$ cat src/rtl/launcher_pkg.sv
// Shared types and defaults for the program launcher.
// Contents:
//   launcher_state_e - FSM states IDLE, RST, START, WAIT_ACK, FIN
//   DefRstCycles, DefStartCycles, DefTimeout - parameter defaults
//   TimeoutMarker    - value recorded in the cycle log for a timed-out run
package launcher_pkg;

  typedef enum logic [2:0] {
    StIdle,
    StRst,
    StStart,
    StWaitAck,
    StFin
  } launcher_state_e;

  localparam int unsigned DefRstCycles   = 2;
  localparam int unsigned DefStartCycles = 4;
  localparam int unsigned DefTimeout     = 4096;

  localparam logic [15:0] TimeoutMarker = 16'hFFFF;

endpackage

$ cat src/rtl/launcher_cycle_counter.sv
// Saturating 16-bit WAIT_ACK cycle counter.
// Ports:
//   clk, reset      - clock, asynchronous active-low reset
//   clr             - synchronous clear to zero (wins over en)
//   en              - increment by one this cycle
//   limit           - run limit (1..65535)
//   count           - current count
//   at_limit        - the increment taken this cycle brings count to limit
module launcher_cycle_counter (
  input  logic        clk,
  input  logic        reset,
  input  logic        clr,
  input  logic        en,
  input  logic [15:0] limit,
  output logic [15:0] count,
  output logic        at_limit
);

  logic [15:0] count_q, count_d;

  always_comb begin
    count_d = count_q;
    if (clr) begin
      count_d = '0;
    end else if (en && (count_q != 16'hFFFF)) begin
      count_d = count_q + 16'd1;
    end
  end

  always_ff @(posedge clk or negedge reset) begin
    if (!reset) begin
      count_q <= '0;
    end else begin
      count_q <= count_d;
    end
  end

  assign count = count_q;
  // Look-ahead so the FSM can leave WAIT_ACK on the same edge that count reaches limit.
  assign at_limit = (count_q == (limit - 16'd1));

endmodule

$ cat src/rtl/program_launcher.sv
// Launches one processor program run: reset pulse, start pulse, then waits for
// an acknowledge or a timeout and reports the elapsed WAIT_ACK cycle count.
// Ports:
//   clk, reset           - clock, asynchronous active-low reset
//   go, prog_sel         - launch request and program index (sampled in IDLE)
//   dut_reset, dut_start - reset and start drives to the processor
//   dut_ack              - processor completion
//   busy, done           - not-idle flag, one-cycle completion strobe
//   timeout, cycles      - last run outcome, held until the next launch
//   prog_id              - program index latched at launch
// Optional build macro CYCLE_LOG_EN adds log_idx / log_cycles: a 4-entry
// per-program log of the last cycle count (TimeoutMarker on timeout).
module program_launcher
  import launcher_pkg::*;
#(
  parameter int unsigned RST_CYCLES   = DefRstCycles,
  parameter int unsigned START_CYCLES = DefStartCycles,
  parameter int unsigned TIMEOUT      = DefTimeout
) (
  input  logic        clk,
  input  logic        reset,
  input  logic        go,
  input  logic [1:0]  prog_sel,
  output logic        dut_reset,
  output logic        dut_start,
  input  logic        dut_ack,
  output logic        busy,
  output logic        done,
  output logic        timeout,
  output logic [15:0] cycles,
  output logic [1:0]  prog_id
`ifdef CYCLE_LOG_EN
  ,
  input  logic [1:0]  log_idx,
  output logic [15:0] log_cycles
`endif
);

  localparam logic [15:0] RstLast   = 16'(RST_CYCLES - 1);
  localparam logic [15:0] StartLast = 16'(START_CYCLES - 1);
  localparam logic [15:0] Limit     = 16'(TIMEOUT);

  launcher_state_e state_q, state_d;
  logic [15:0]     phase_q, phase_d;
  logic            timeout_q, timeout_d;
  logic [1:0]      prog_id_q, prog_id_d;
  logic            rst_hold_q;
  logic            cnt_clr, cnt_en, cnt_at_limit;
  logic [15:0]     cnt_count;

  launcher_cycle_counter u_cycle_counter (
    .clk      (clk),
    .reset    (reset),
    .clr      (cnt_clr),
    .en       (cnt_en),
    .limit    (Limit),
    .count    (cnt_count),
    .at_limit (cnt_at_limit)
  );

  always_comb begin
    state_d   = state_q;
    phase_d   = phase_q;
    timeout_d = timeout_q;
    prog_id_d = prog_id_q;
    cnt_clr   = 1'b0;
    cnt_en    = 1'b0;
    unique case (state_q)
      StIdle: begin
        if (go) begin
          state_d   = StRst;
          phase_d   = '0;
          timeout_d = 1'b0;
          prog_id_d = prog_sel;
          cnt_clr   = 1'b1;
        end
      end
      StRst: begin
        if (phase_q == RstLast) begin
          state_d = StStart;
          phase_d = '0;
        end else begin
          phase_d = phase_q + 16'd1;
        end
      end
      StStart: begin
        if (phase_q == StartLast) begin
          state_d = StWaitAck;
          phase_d = '0;
        end else begin
          phase_d = phase_q + 16'd1;
        end
      end
      StWaitAck: begin
        cnt_en = 1'b1;
        // Ack takes priority over a limit reached on the same cycle.
        if (dut_ack) begin
          state_d = StFin;
        end else if (cnt_at_limit) begin
          state_d   = StFin;
          timeout_d = 1'b1;
        end
      end
      StFin: begin
        state_d = StIdle;
      end
      default: begin
        state_d = StIdle;
      end
    endcase
  end

  always_ff @(posedge clk or negedge reset) begin
    if (!reset) begin
      state_q    <= StIdle;
      phase_q    <= '0;
      timeout_q  <= 1'b0;
      prog_id_q  <= '0;
      rst_hold_q <= 1'b1;
    end else begin
      state_q    <= state_d;
      phase_q    <= phase_d;
      timeout_q  <= timeout_d;
      prog_id_q  <= prog_id_d;
      rst_hold_q <= 1'b0;
    end
  end

  // rst_hold_q keeps the processor in reset while we are, until the first edge after release.
  assign dut_reset = rst_hold_q | (state_q == StRst);
  assign dut_start = (state_q == StStart);
  assign busy      = (state_q != StIdle);
  assign done      = (state_q == StFin);
  assign timeout   = timeout_q;
  assign cycles    = cnt_count;
  assign prog_id   = prog_id_q;

`ifdef CYCLE_LOG_EN
  logic [15:0] log_q [4];

  always_ff @(posedge clk or negedge reset) begin
    if (!reset) begin
      for (int i = 0; i < 4; i++) begin
        log_q[i] <= '0;
      end
    end else if (state_q == StFin) begin
      log_q[prog_id_q] <= timeout_q ? TimeoutMarker : cnt_count;
    end
  end

  assign log_cycles = log_q[log_idx];
`endif

endmodule

$ cat config.mk
export PLATFORM = sky130hd
export DESIGN_NAME = program_launcher
export DESIGN_NICKNAME = d
export VERILOG_FILES = /design/src/rtl/launcher_pkg.sv /design/src/rtl/launcher_cycle_counter.sv /design/src/rtl/program_launcher.sv
export SDC_FILE = /design/constraint.sdc
export NUM_CORES = 1
export LEC_CHECK = 0
export ABC_AREA = 1
export ABC_CLOCK_PERIOD_IN_PS = 4059
export BUFFER_PORTS_ARGS = -buffer_cell sky130_fd_sc_hd__buf_2
export CAP_MARGIN = 25
export CORE_AREA = 2 2 62 78
export CTS_BUF_LIST = sky130_fd_sc_hd__clkbuf_4
export CTS_CLUSTER_SIZE = 25
export DETAILED_ROUTE_END_ITERATION = 6
export DIE_AREA = 0 0 64 80
export GPL_TIMING_DRIVEN = 0
export PLACE_DENSITY = 0.78
export SLEW_MARGIN = 20
export SYNTH_ARGS = -nofsm -noshare
export SYNTH_HDL_FRONTEND = slang
export SYNTH_SLANG_ARGS = --single-unit
$ cat constraint.sdc
create_clock -name clk -period 4.06 [get_ports clk]
set_clock_uncertainty 0.05 [all_clocks]
set_input_delay 0.406 -clock clk [delete_from_list [all_inputs] [get_ports clk]]
set_output_delay 0.406 -clock clk [all_outputs]
set_load 0.05 [all_outputs]
; ---- After elaboration in Yosys (flattened, before gate mapping)
; Cells that the tools add are included.
[classes]
add_sub_neg = 2
n_eq_ne = 14
n_mux = 19
bitwise = 1
reduce_logical = 10
[op_table]
columns = operator, count
row1 = $mux 16, 5
row2 = $pmux 16 s3, 1
row3 = $add 16x1->16 const B, 2
row4 = $eq 16x1->1 const B, 1
row5 = $eq 16x12->1 const B, 1
row6 = $eq 16x2->1 const B, 1
row7 = $ne 16x16->1 const B, 1
row8 = $mux 3, 5
row9 = $pmux 3 s4, 1
row10 = $ne 2x2->1 const B, 4
row11 = $reduce_and 4->1, 2
row12 = $eq 3x2->1 const B, 2
row13 = $mux 1, 6
row14 = $reduce_bool 3->1, 2
row15 = $reduce_and 2->1, 2
row16 = $reduce_bool 2->1, 2
row17 = $eq 3x1->1 const B, 1
row18 = $eq 3x3->1 const B, 1
row19 = $logic_not 3->1, 1
row20 = $ne 3x3->1 const B, 1
row21 = $ne 2x1->1 const B, 1
row22 = $pmux 1 s2, 1
row23 = $logic_and 1x1->1, 1
row24 = $or 1x1->1, 1
[totals]
regBits = 39
in_bits = 6
out_inout_bits = 23
wordCells = 52

; ---- Depth between registers and ports, before layout
; Gate-level depths: netlist of run 1.
[logic_depth]
depth_word = 5
depth_mapped = 11
mapped_depth_nobuf = 10

; ---- Hierarchy
; From an unflattened synthesis of run 1, not the netlist that was laid out.
[hier_totals]
hier_cells = 444
hier_area_um2 = 3079.2
[modules_own_cells]
columns = module, n_inst, cells_per_inst, area_each_um2, seq_area_each_um2
row1 = launcher_cycle_counter, 1, 244, 1602.8, 400.4
row2 = program_launcher, 1, 200, 1476.4, 576.8

; ---- Least setup slack after synthesis of run 1
; No wires, ideal clock.
[synth_timing]
path_type = register to output
start = register state_q[1]
end = output done
arrival_time_ps = 1541
required_ps = 3604
slack_ps = 2063
stages_incl_launch_ff = 2
path_buffers = 0
cell_sequence = dfrtp_1 nor3_1
[synth_via]
elab_chain_len = 1
[synth_rtl]
columns = element, line
row1 = from (decl), program_launcher.sv:43  ; launcher_state_e state_q, state_d;
row2 = from (signal assigned), program_launcher.sv:115  ; state_q <= StIdle;
row3 = from (signal assigned), program_launcher.sv:121  ; state_q <= state_d;
row4 = $eq 3x3->1, program_launcher.sv:133  ; assign done = (state_q == StFin);
row5 = to (decl), program_launcher.sv:28  ; output logic done,
; No other way between the ends.

; ---- Worst setup path in the final report of run 1
[layout_timing]
start = register state_q[2]
end = output dut_reset
[layout_via]
elab_chain_len = 2
[layout_rtl]
columns = element, line
row1 = $eq 3x1->1, program_launcher.sv:130  ; assign dut_reset = rst_hold_q | (state_q == StRst);
row2 = $or 1x1->1, program_launcher.sv:130
row3 = to (decl), program_launcher.sv:24  ; output logic dut_reset,
; No other way between the ends.

==> metrics.cfg, run 1 <==
[detailed_routing]
via_count=2213
ant_nets=0
drt-vias-per-instance=5.195
dr.pass1.iters=4
avgRoutedWirePerCell_um=12.20
drtIter0Drc=119
wl_um=5198
route.detailed.drc=0

[global_routing]
use_met2=0.4292
antenna_found_initial=0
grt_overflow_total=0
grt_pass1_wl_um=9232
grt_max_degree=40
grt_pass1_vias=2170
grt_use_met1=0.2489
busiest_layer=met2
grt_usage=0.2306
met3_usage=0.04231

[synthesis]
synth_top_cell_area_share=0.3942
syn_area_um2=2412
yosysUniqueCellTypes=34
syn_inst=332
synthFlopType=dfrtp_1
ys_ff_latch=39
synth_edf_count=0
synth_top_cell_by_area=dfrtp_1
avgSynthCellArea_um2=7.266
synth_nets=341
ys_async_sr_fraction=1.000
synth_area_leaders=dfrtp_1 (39%), nand2_1 (17%), nor2_1 (6.2%), inv_1 (4.4%), nand3_1 (4.1%)
ys_warn_count=0
synth-seq-area-share=0.4051

[status]
outcome=completed

[finish]
area_delta_synth_final_pct=11.98
final_area_um2=2701
final_cell_mix=nand2_1 (108), nor2_1 (40), dfrtp_1 (38)
num-nets-final=376
stdcell_count=426
utilization=0.6199
drive_gt1_frac=0.1630
diodes=0
n_fill_cell=388
layout_commonest_cell=nand2_1

[timing]
fin_crit_ns=2.600
finalSetupViolations=0
worstMarginPinSlew_ns=0.8657
finalWorstSetupSlack_ns=1.460
period_share=0.6404
hold_slack_ns=0.08818
fin_tns_setup_ns=0
rsz0062_at_grt=no
hold_viol_final=0
drv_slew=0
slew_headroom=0.4229
fmax_ghz=0.3846

[power]
power_mw=1.897
ir_drop_uv=345.7
pwr_density_cell_nw_per_um2=702.2
leakagePower_nw=1.381

[clocking]
clkSinkCount=39
cts_hold_buf=0
clk-insertion-delay-late_ns=0.36
cts_tree=built
cts_buffers=5
cts_buffer_depth=2
cts.clk_slew.worst_paths_ns=0.14
cts-root-buf=clkbuf_4
cts-resized-gates=0
cts_max_level=2
cts_setup_buffers=0

[die]
die-area_um2=5120
core_area_um2=4358
fp.dieH_um=80
initial_core_util=0.5535
io_pins=29
fp-row-count=27
fp.dieW_um=64

[worst_setup_path]
worstReg2RegEnd=phase_q[6]
crit_type=reg2out
r2r_start=state_q[2]
timing.critical_path.to_type=output pin
cp_data_required_time_ns=3.60
r2r_slack_ns=2.30
setup.worst_path.start=state_q[2]
rr_worst_depth=4
cp_data_arrival_time_ns=2.14
start_kind=register
critical_path.max_fanout=10

[placed_design]
dp_cells=418
gp_congestion=0.9227
dpl_cell_area_um2=2625
place_ws_ns=1.863
io_buffer_count=28
dp_hpwl_um=3941

[flow_run]
cap_violations=0

[worst_hold_path]
hp-class=in2async

## final cells by class
type	count	area (um^2)	area share
inverters	35	131.4	0.04863
well taps	58	72.57	0.02686
flip-flops and latches	39	977.2	0.3617
clock buffers	5	37.54	0.01390
multi-input cells	254	1279	0.4734
repair buffers	28	140.1	0.05188
plain buffers	4	25.02	0.009264
clock inverters	3	38.79	0.01436
## per-layer routing
metal  routed length, um  up-vias
met5                   0        -
met1                2132     1017
met3                 175        9
li1                    -     1141
met2                2786       46
met4                 104        0
## cell families (layout without fill, tap and decap cells)
group           after synthesis  after routing  share of synthesized area
other cells                   1              1                   0.001555
xor+xnor                     10             10                    0.03631
simple gates                201            201                     0.3729
fa+ha+maj                     3              3                    0.01556
buf+inv                      39             75                    0.06483
flops                        39             39                     0.4051
compound gates               39             39                     0.1037
## how the worst max path moves through the flow
stage                           end  slack [ns]  depth (start not counted)
after floorplan                done        2.06                          1
after global placement    dut_reset        1.86                          4
after detailed placement  dut_reset        1.86                          4
after CTS                 dut_reset        1.45                          4
after global routing      dut_reset        1.32                          4
final                     dut_reset        1.46                          4
## synthesized netlist by cell type, types with 4 or more instances
cell      count
dfrtp_1      38
o211ai_1      9
o21bai_1      4
inv_2         7
inv_1        28
nor2_1       40
nand3_1      20
o21ai_0      17
nand2_1     108
nand4_1      11
nor3_1        9
xor2_1        7
## where the power goes
part	total (mW)	internal (mW)	leakage [nW]	switching [mW]
logic	0.985	0.285	0.814	0.700
clock network	0.264	0.127	0.0426	0.137
registers	0.648	0.510	0.525	0.138
total	1.90	0.922	1.38	0.975
## critical path, stage by stage, from the launching register on
cell,delay (ns)
dfrtp_1,0.48
nor3_2,0.47
clkbuf_1,0.42
or2_2,0.19
buf_2,0.25
## state kept, by name, summed over array words and instances (netlist names)
signal,count
phase_q,16
prog_id,2
u_cycle_counter.count,16
timeout,1
rst_hold_q,1
state_q,3
Power figures use the tool's default switching activity.
==> inputs of run 2 (changes only) <==
--- a/config.mk
+++ b/config.mk
@@ -5,15 +5,15 @@
 export SDC_FILE = /design/constraint.sdc
 export NUM_CORES = 1
 export LEC_CHECK = 0
-export ABC_AREA = 1
-export ABC_CLOCK_PERIOD_IN_PS = 4059
+export ABC_AREA = 0
+export ABC_CLOCK_PERIOD_IN_PS = 2150
 export BUFFER_PORTS_ARGS = -buffer_cell sky130_fd_sc_hd__buf_2
 export CAP_MARGIN = 25
-export CORE_AREA = 2 2 62 78
+export CORE_AREA = 2 2 59 75
 export CTS_BUF_LIST = sky130_fd_sc_hd__clkbuf_4
 export CTS_CLUSTER_SIZE = 25
 export DETAILED_ROUTE_END_ITERATION = 6
-export DIE_AREA = 0 0 64 80
+export DIE_AREA = 0 0 61 77
 export GPL_TIMING_DRIVEN = 0
 export PLACE_DENSITY = 0.78
 export SLEW_MARGIN = 20
==> constraint.sdc (replaced) <==
create_clock -name clk -period 2.15 [get_ports clk]
set_clock_uncertainty 0.05 [all_clocks]
set_input_delay 0.215 -clock clk [delete_from_list [all_inputs] [get_ports clk]]
set_output_delay 0.215 -clock clk [all_outputs]
set_load 0.05 [all_outputs]
==> run 2 against run 1 <==
Hold slack better by 0.034 ns. Non-clock buffer count is 4 higher. Clock-buffer cell count rose by 1. Area after synthesis is 14% lower. Utilization fell by 2.1 points. Sequential power grew 50%. Worst setup slack worse by 1.4 ns. Critical path depth increased by 2. Wire length decreased by 17%. Synthesized cell count is 34% lower. Largest power group unchanged.
==> metrics.cfg, run 2 <==
[worst_setup_path]
cp_data_arrival_time_ns=2.21
start_kind=register
timing.critical_path.to_type=register
crit_slowest_cell=dfrtp_1
critical_path.max_fanout=5
cp_cell_sequence=ha_1, nand4_1, or2_1, nor4_1, xnor2_1, nor2_1
cp_top_family=simple AND/OR/NAND/NOR gates
rr_worst_depth=6
cpPeakStageDelay_ns=0.43
cp_data_required_time_ns=2.32
worstReg2RegEnd=u_cycle_counter.count[12]
r2r_slack_ns=0.11
setup.worst_path.start=u_cycle_counter.count[0]
crit_buf_inv=0
crit_type=reg2reg
r2r_start=u_cycle_counter.count[0]

[clocking]
cts_tree=built
cts_setup_buffers=0
clkSinkCount=39
cts-root-buf=clkbuf_4
cts_buffers=5
cts_buffer_depth=2
cts.clk_slew.worst_paths_ns=0.11
cts_max_level=2
clk-insertion-delay-late_ns=0.36

[synthesis]
syn_inst=220
synth-seq-area-share=0.4713
synth_nets=229
ys_ff_latch=39
yosys-top-cells-count=dfrtp_1 (38), nor2_1 (30), nand2_1 (25)
synth_edf_count=0
ys_warn_count=0
avgSynthCellArea_um2=9.424
syn_area_um2=2073
synth_top_cell_area_share=0.4587
yosysMostFrequentCell=dfrtp_1
synth_top_cell_by_area=dfrtp_1
synthFlopType=dfrtp_1
yosysUniqueCellTypes=41
synth_area_leaders=dfrtp_1 (46%), xnor2_1 (8.4%), nor2_1 (5.4%), nand2_1 (4.5%), nor3b_1 (2.9%)
ys_async_sr_fraction=1.000

[worst_hold_path]
min-delay-start=dut_ack
hold_depth=4
holdPathEnd=timeout
hp-class=in2reg

[die]
core_area_um2=4001
fp-row-count=26
io_pins=29
fp.dieW_um=61
initial_core_util=0.5181
fp.dieH_um=77
die-area_um2=4697

[detailed_routing]
avgRoutedWirePerCell_um=13.68
drt-vias-per-instance=5.517
drtIter0Drc=101
dr.pass1.iters=4
via_count=1738
wl_um=4308
route.detailed.drc=0
ant_nets=0

[power]
ir_drop_uv=986.2
pwr_density_cell_nw_per_um2=1040
power_mw=2.490
leakagePower_nw=1.110

[finish]
drive_gt1_frac=0.1776
area_delta_synth_final_pct=15.51
stdcell_count=315
n_fill_cell=376
seqCellArea_um2=977.2
num-nets-final=267
diodes=0
final_cell_mix=dfrtp_1 (38), nor2_1 (30), buf_2 (29)
layout_commonest_cell=dfrtp_1
utilization=0.5985
multiInputGateArea_um2=1071

[timing]
period_share=0.9500
finalSetupViolations=0
hold_viol_final=0
drv_slew=0
fmax_ghz=0.4896
finalWorstSetupSlack_ns=0.1075
rsz0062_at_grt=yes
fin_crit_ns=2.043
worstMarginPinSlew_ns=0.8861
hold_slack_ns=0.1221
slew_headroom=0.4093

[placed_design]
gp_congestion=0.7838
dp_hpwl_um=2978
dp_cells=304
io_buffer_count=28
place_ws_ns=0.007068

[global_routing]
grt_overflow_total=0
grt_usage=0.2036
grt_pass1_vias=1614
grt_max_degree=40
grt_pass1_wl_um=7224
antenna_found_initial=0

[status]
outcome=completed

[flow_run]
cap_violations=0

## run 2: per-layer routing
| metal | vias up | wire (um) | track usage | share of wire |
|---|---|---|---|---|
| met5 | - | 0 | 0 | 0 |
| met4 | 0 | 104 | 0.09348 | 0.024 |
| met3 | 11 | 160 | 0.04216 | 0.037 |
| met2 | 40 | 2187 | 0.3269 | 0.51 |
| met1 | 839 | 1855 | 0.2561 | 0.43 |
| li1 | 848 | - | - | - |
## run 2: tightest hold or removal path, cell delays in order
cell	delay [ns]
buf_2	0.09
nor2_1	0.05
o21ai_0	0.07
a21oi_1	0.07
## run 2: cell families after synthesis
group / after synthesis / synth area share
adder cells (fa/ha/maj): 3 / 0.01811
AO/OA/AOI/OAI: 19 / 0.06277
flip-flops: 39 / 0.4713
XOR/XNOR: 20 / 0.08449
other: 1 / 0.001809
AND/OR/NAND/NOR: 122 / 0.3162
buffers and inverters: 12 / 0.02595
multiplexers: 4 / 0.01931
## run 2: worst max-delay path by stage
stage / to / slack (ns) / cells past startpoint
final: u_cycle_counter.count[12] / 0.11 / 6
after global routing: u_cycle_counter.count[11] / -0.02 / 6
after CTS: phase_q[3] / 0.11 / 6
after detailed placement: phase_q[3] / 0.007 / 6
after global placement: phase_q[3] / 0.07 / 6
after floorplan: u_cycle_counter.count[4] / 0.009 / 6
## run 2: where the power goes
group	leakage (nW)	internal, mW	switching, mW
Sequential	0.529	0.845	0.128
Combinational	0.551	0.349	0.794
Clock	0.0307	0.134	0.242
## run 2: area by class of cell
class / instances / area share
Multi-Input combinational cell: 169 / 0.4472
Sequential cell: 39 / 0.4080
Timing Repair Buffer: 31 / 0.07106
Tap cell: 56 / 0.02926
Clock buffer: 6 / 0.01881
Buffer: 5 / 0.01149
Inverter: 7 / 0.01097
Clock inverter: 2 / 0.003135
## run 2: repair_timing
item	in CTS	in global routing
endpoints found under the setup margin	1	6
gates resized for setup	1	2
endpoints found under the hold margin	40	0
hold buffers	3	0
## run 2: through the flow
step                      TNS (ns)  instance area (um^2)
after floorplan                  0                  2078
after global placement           0                  2288
after detailed placement         0                  2288
after CTS                        0                  2377
after global routing      -0.04902                  2395
final                            0                  2395
==> inputs of run 3 (changes only) <==
--- a/config.mk
+++ b/config.mk
@@ -9,11 +9,11 @@
 export ABC_CLOCK_PERIOD_IN_PS = 2150
 export BUFFER_PORTS_ARGS = -buffer_cell sky130_fd_sc_hd__buf_2
 export CAP_MARGIN = 25
-export CORE_AREA = 2 2 59 75
+export CORE_AREA = 2 2 84 54
 export CTS_BUF_LIST = sky130_fd_sc_hd__clkbuf_4
 export CTS_CLUSTER_SIZE = 25
 export DETAILED_ROUTE_END_ITERATION = 6
-export DIE_AREA = 0 0 61 77
+export DIE_AREA = 0 0 86 56
 export GPL_TIMING_DRIVEN = 0
 export PLACE_DENSITY = 0.78
 export SLEW_MARGIN = 20
==> run 3 against run 2 <==
Via count did not move. Non-clock buffer count fell by 1. First-iteration DRC count rose by 48%. Hold slack got worse by 0.12 ns. Critical path depth did not move. Critical path type unchanged. Largest cell class unchanged. Largest power group unchanged. Highest routed layer unchanged.
==> metrics.cfg, run 3 (same netlist as run 2, synthesis figures left out) <==
[worst_setup_path]
timing.critical_path.to_type=register
cp.depth=6
cp_data_arrival_time_ns=2.22
cp_data_required_time_ns=2.33
r2r_slack_ns=0.11
crit_slowest_cell=nor3_1
start_kind=register
crit_buf_inv=0
r2r_start=u_cycle_counter.count[0]
cp_cell_sequence=ha_1, nand4_1, nor3_1, nor3_1, xnor2_1, nor2_1
rr_worst_depth=6
critical_path.max_fanout=5
worstReg2RegEnd=u_cycle_counter.count[13]
crit_type=reg2reg
cp_top_family=simple AND/OR/NAND/NOR gates
crit_top_cell=nor3_1
cpPeakStageDelay_ns=0.60

[flow_run]
cap_violations=0

[detailed_routing]
drt-vias-per-instance=5.661
dr.pass1.iters=4
wl_um=4437
ant_nets=0
avgRoutedWirePerCell_um=14.45
route.detailed.drc=0
via_count=1738
drtIter0Drc=149

[worst_hold_path]
holdPathEnd=prog_id[1]
hold_depth=3
min-delay-start=prog_sel[1]
hp-class=in2reg

[die]
core_area_um2=3986
fp.dieW_um=86
initial_core_util=0.5201
fp.dieH_um=56
die-area_um2=4816
fp-row-count=18
io_pins=29

[clocking]
cts_buffers=5
cts-root-buf=clkbuf_4
cts_tree=built
cts.clk_slew.worst_paths_ns=0.12
clkSinkCount=39
clk-insertion-delay-late_ns=0.35
cts_max_level=2
cts_buffer_depth=2

[placed_design]
dp_hpwl_um=3187
dpl_cell_area_um2=2281
gp_congestion=0.8104
io_buffer_count=28

[power]
leakagePower_nw=1.102
ir_drop_uv=680.4
pwr_density_cell_nw_per_um2=1044

[global_routing]
grt_pass1_vias=1561
antenna_found_initial=0
grt_overflow_total=0
grt_pass1_wl_um=7500
grt_max_degree=40
grt_usage=0.1997

[finish]
final_area_um2=2386
utilization=0.5986
num-nets-final=266
area_delta_synth_final_pct=15.09
final_cell_mix=dfrtp_1 (38), nor2_1 (30), buf_2 (29)
diodes=0
drive_gt1_frac=0.1946
n_fill_cell=347
layout_commonest_cell=dfrtp_1

[timing]
slew_headroom=0.4272
drv_slew=0
period_share=0.9470
fin_crit_ns=2.036
hold_viol_final=0
finalSetupViolations=0
worstMarginPinSlew_ns=0.8592
hold_slack_ns=0.006361
fmax_ghz=0.4912

[status]
outcome=completed

[run 3: cell count changes in the layout (fill, tap and decap cells not counted), sizes merged]
cell	delta
clkbuf	-1
dlygate4sd3	-1
[run 3: worst max-delay path by stage]
stage                             startpoint                        end  slack, ns
floorplan           u_cycle_counter.count[0]   u_cycle_counter.count[4]      0.009
global placement                 phase_q[12]                 phase_q[3]       0.07
detailed placement               phase_q[12]                 phase_q[5]       0.06
CTS                              phase_q[12]                 phase_q[5]       0.05
global route        u_cycle_counter.count[0]  u_cycle_counter.count[14]      -0.09
finish              u_cycle_counter.count[0]  u_cycle_counter.count[13]       0.11
[run 3: timing repair]
action                                 in CTS  in global routing
hold buffers                                2                  0
gates resized for setup                     0                  6
endpoints found under the hold margin      39                  0
setup endpoints to repair                   0                 22
setup buffers                               0                  0
[run 3: routing by layer]
metal,wire length [um],global-route usage,part of all wire
met5,0,0,0
met4,55,0.07483,0.012
met3,271,0.05045,0.061
met2,1828,0.2514,0.41
met1,2281,0.3186,0.51
[run 3: per-stage QoR]
stage	total power, mW	instances	setup WS, ns	TNS [ns]
2_1_floorplan	1.855	220	0.008975	0
3_3_place_gp	2.118	298	0.07325	0
3_5_place_dp	2.134	298	0.06167	0
4_1_cts	2.485	307	0.05331	0
5_1_grt	2.661	307	-0.08865	-0.1382
6_report	2.492	307	0.1140	0
[run 3: cell type report]
type	instances	area, um^2	share of cell area
Buffer	5	27.53	0.01154
Multi-Input combinational cell	169	1086	0.4552
Tap cell	50	62.56	0.02622
Timing Repair Buffer	30	160.2	0.06712
Sequential cell	39	977.2	0.4095
Inverter	7	26.28	0.01101
Clock inverter	2	8.758	0.003671
Clock buffer	5	37.54	0.01573
[run 3: report_power, final]
| part | switching [mW] | internal (mW) |
|---|---|---|
| logic | 0.795 | 0.353 |
| clock network | 0.236 | 0.116 |
| registers | 0.148 | 0.844 |
| total | 1.18 | 1.31 |
[run 3: worst reg2reg max path: stages (launching register included)]
cell and delay, ns:
dfrtp_1 0.43, ha_1 0.23, nand4_1 0.25, nor3_1 0.60
nor3_1 0.13, xnor2_1 0.18, nor2_1 0.05
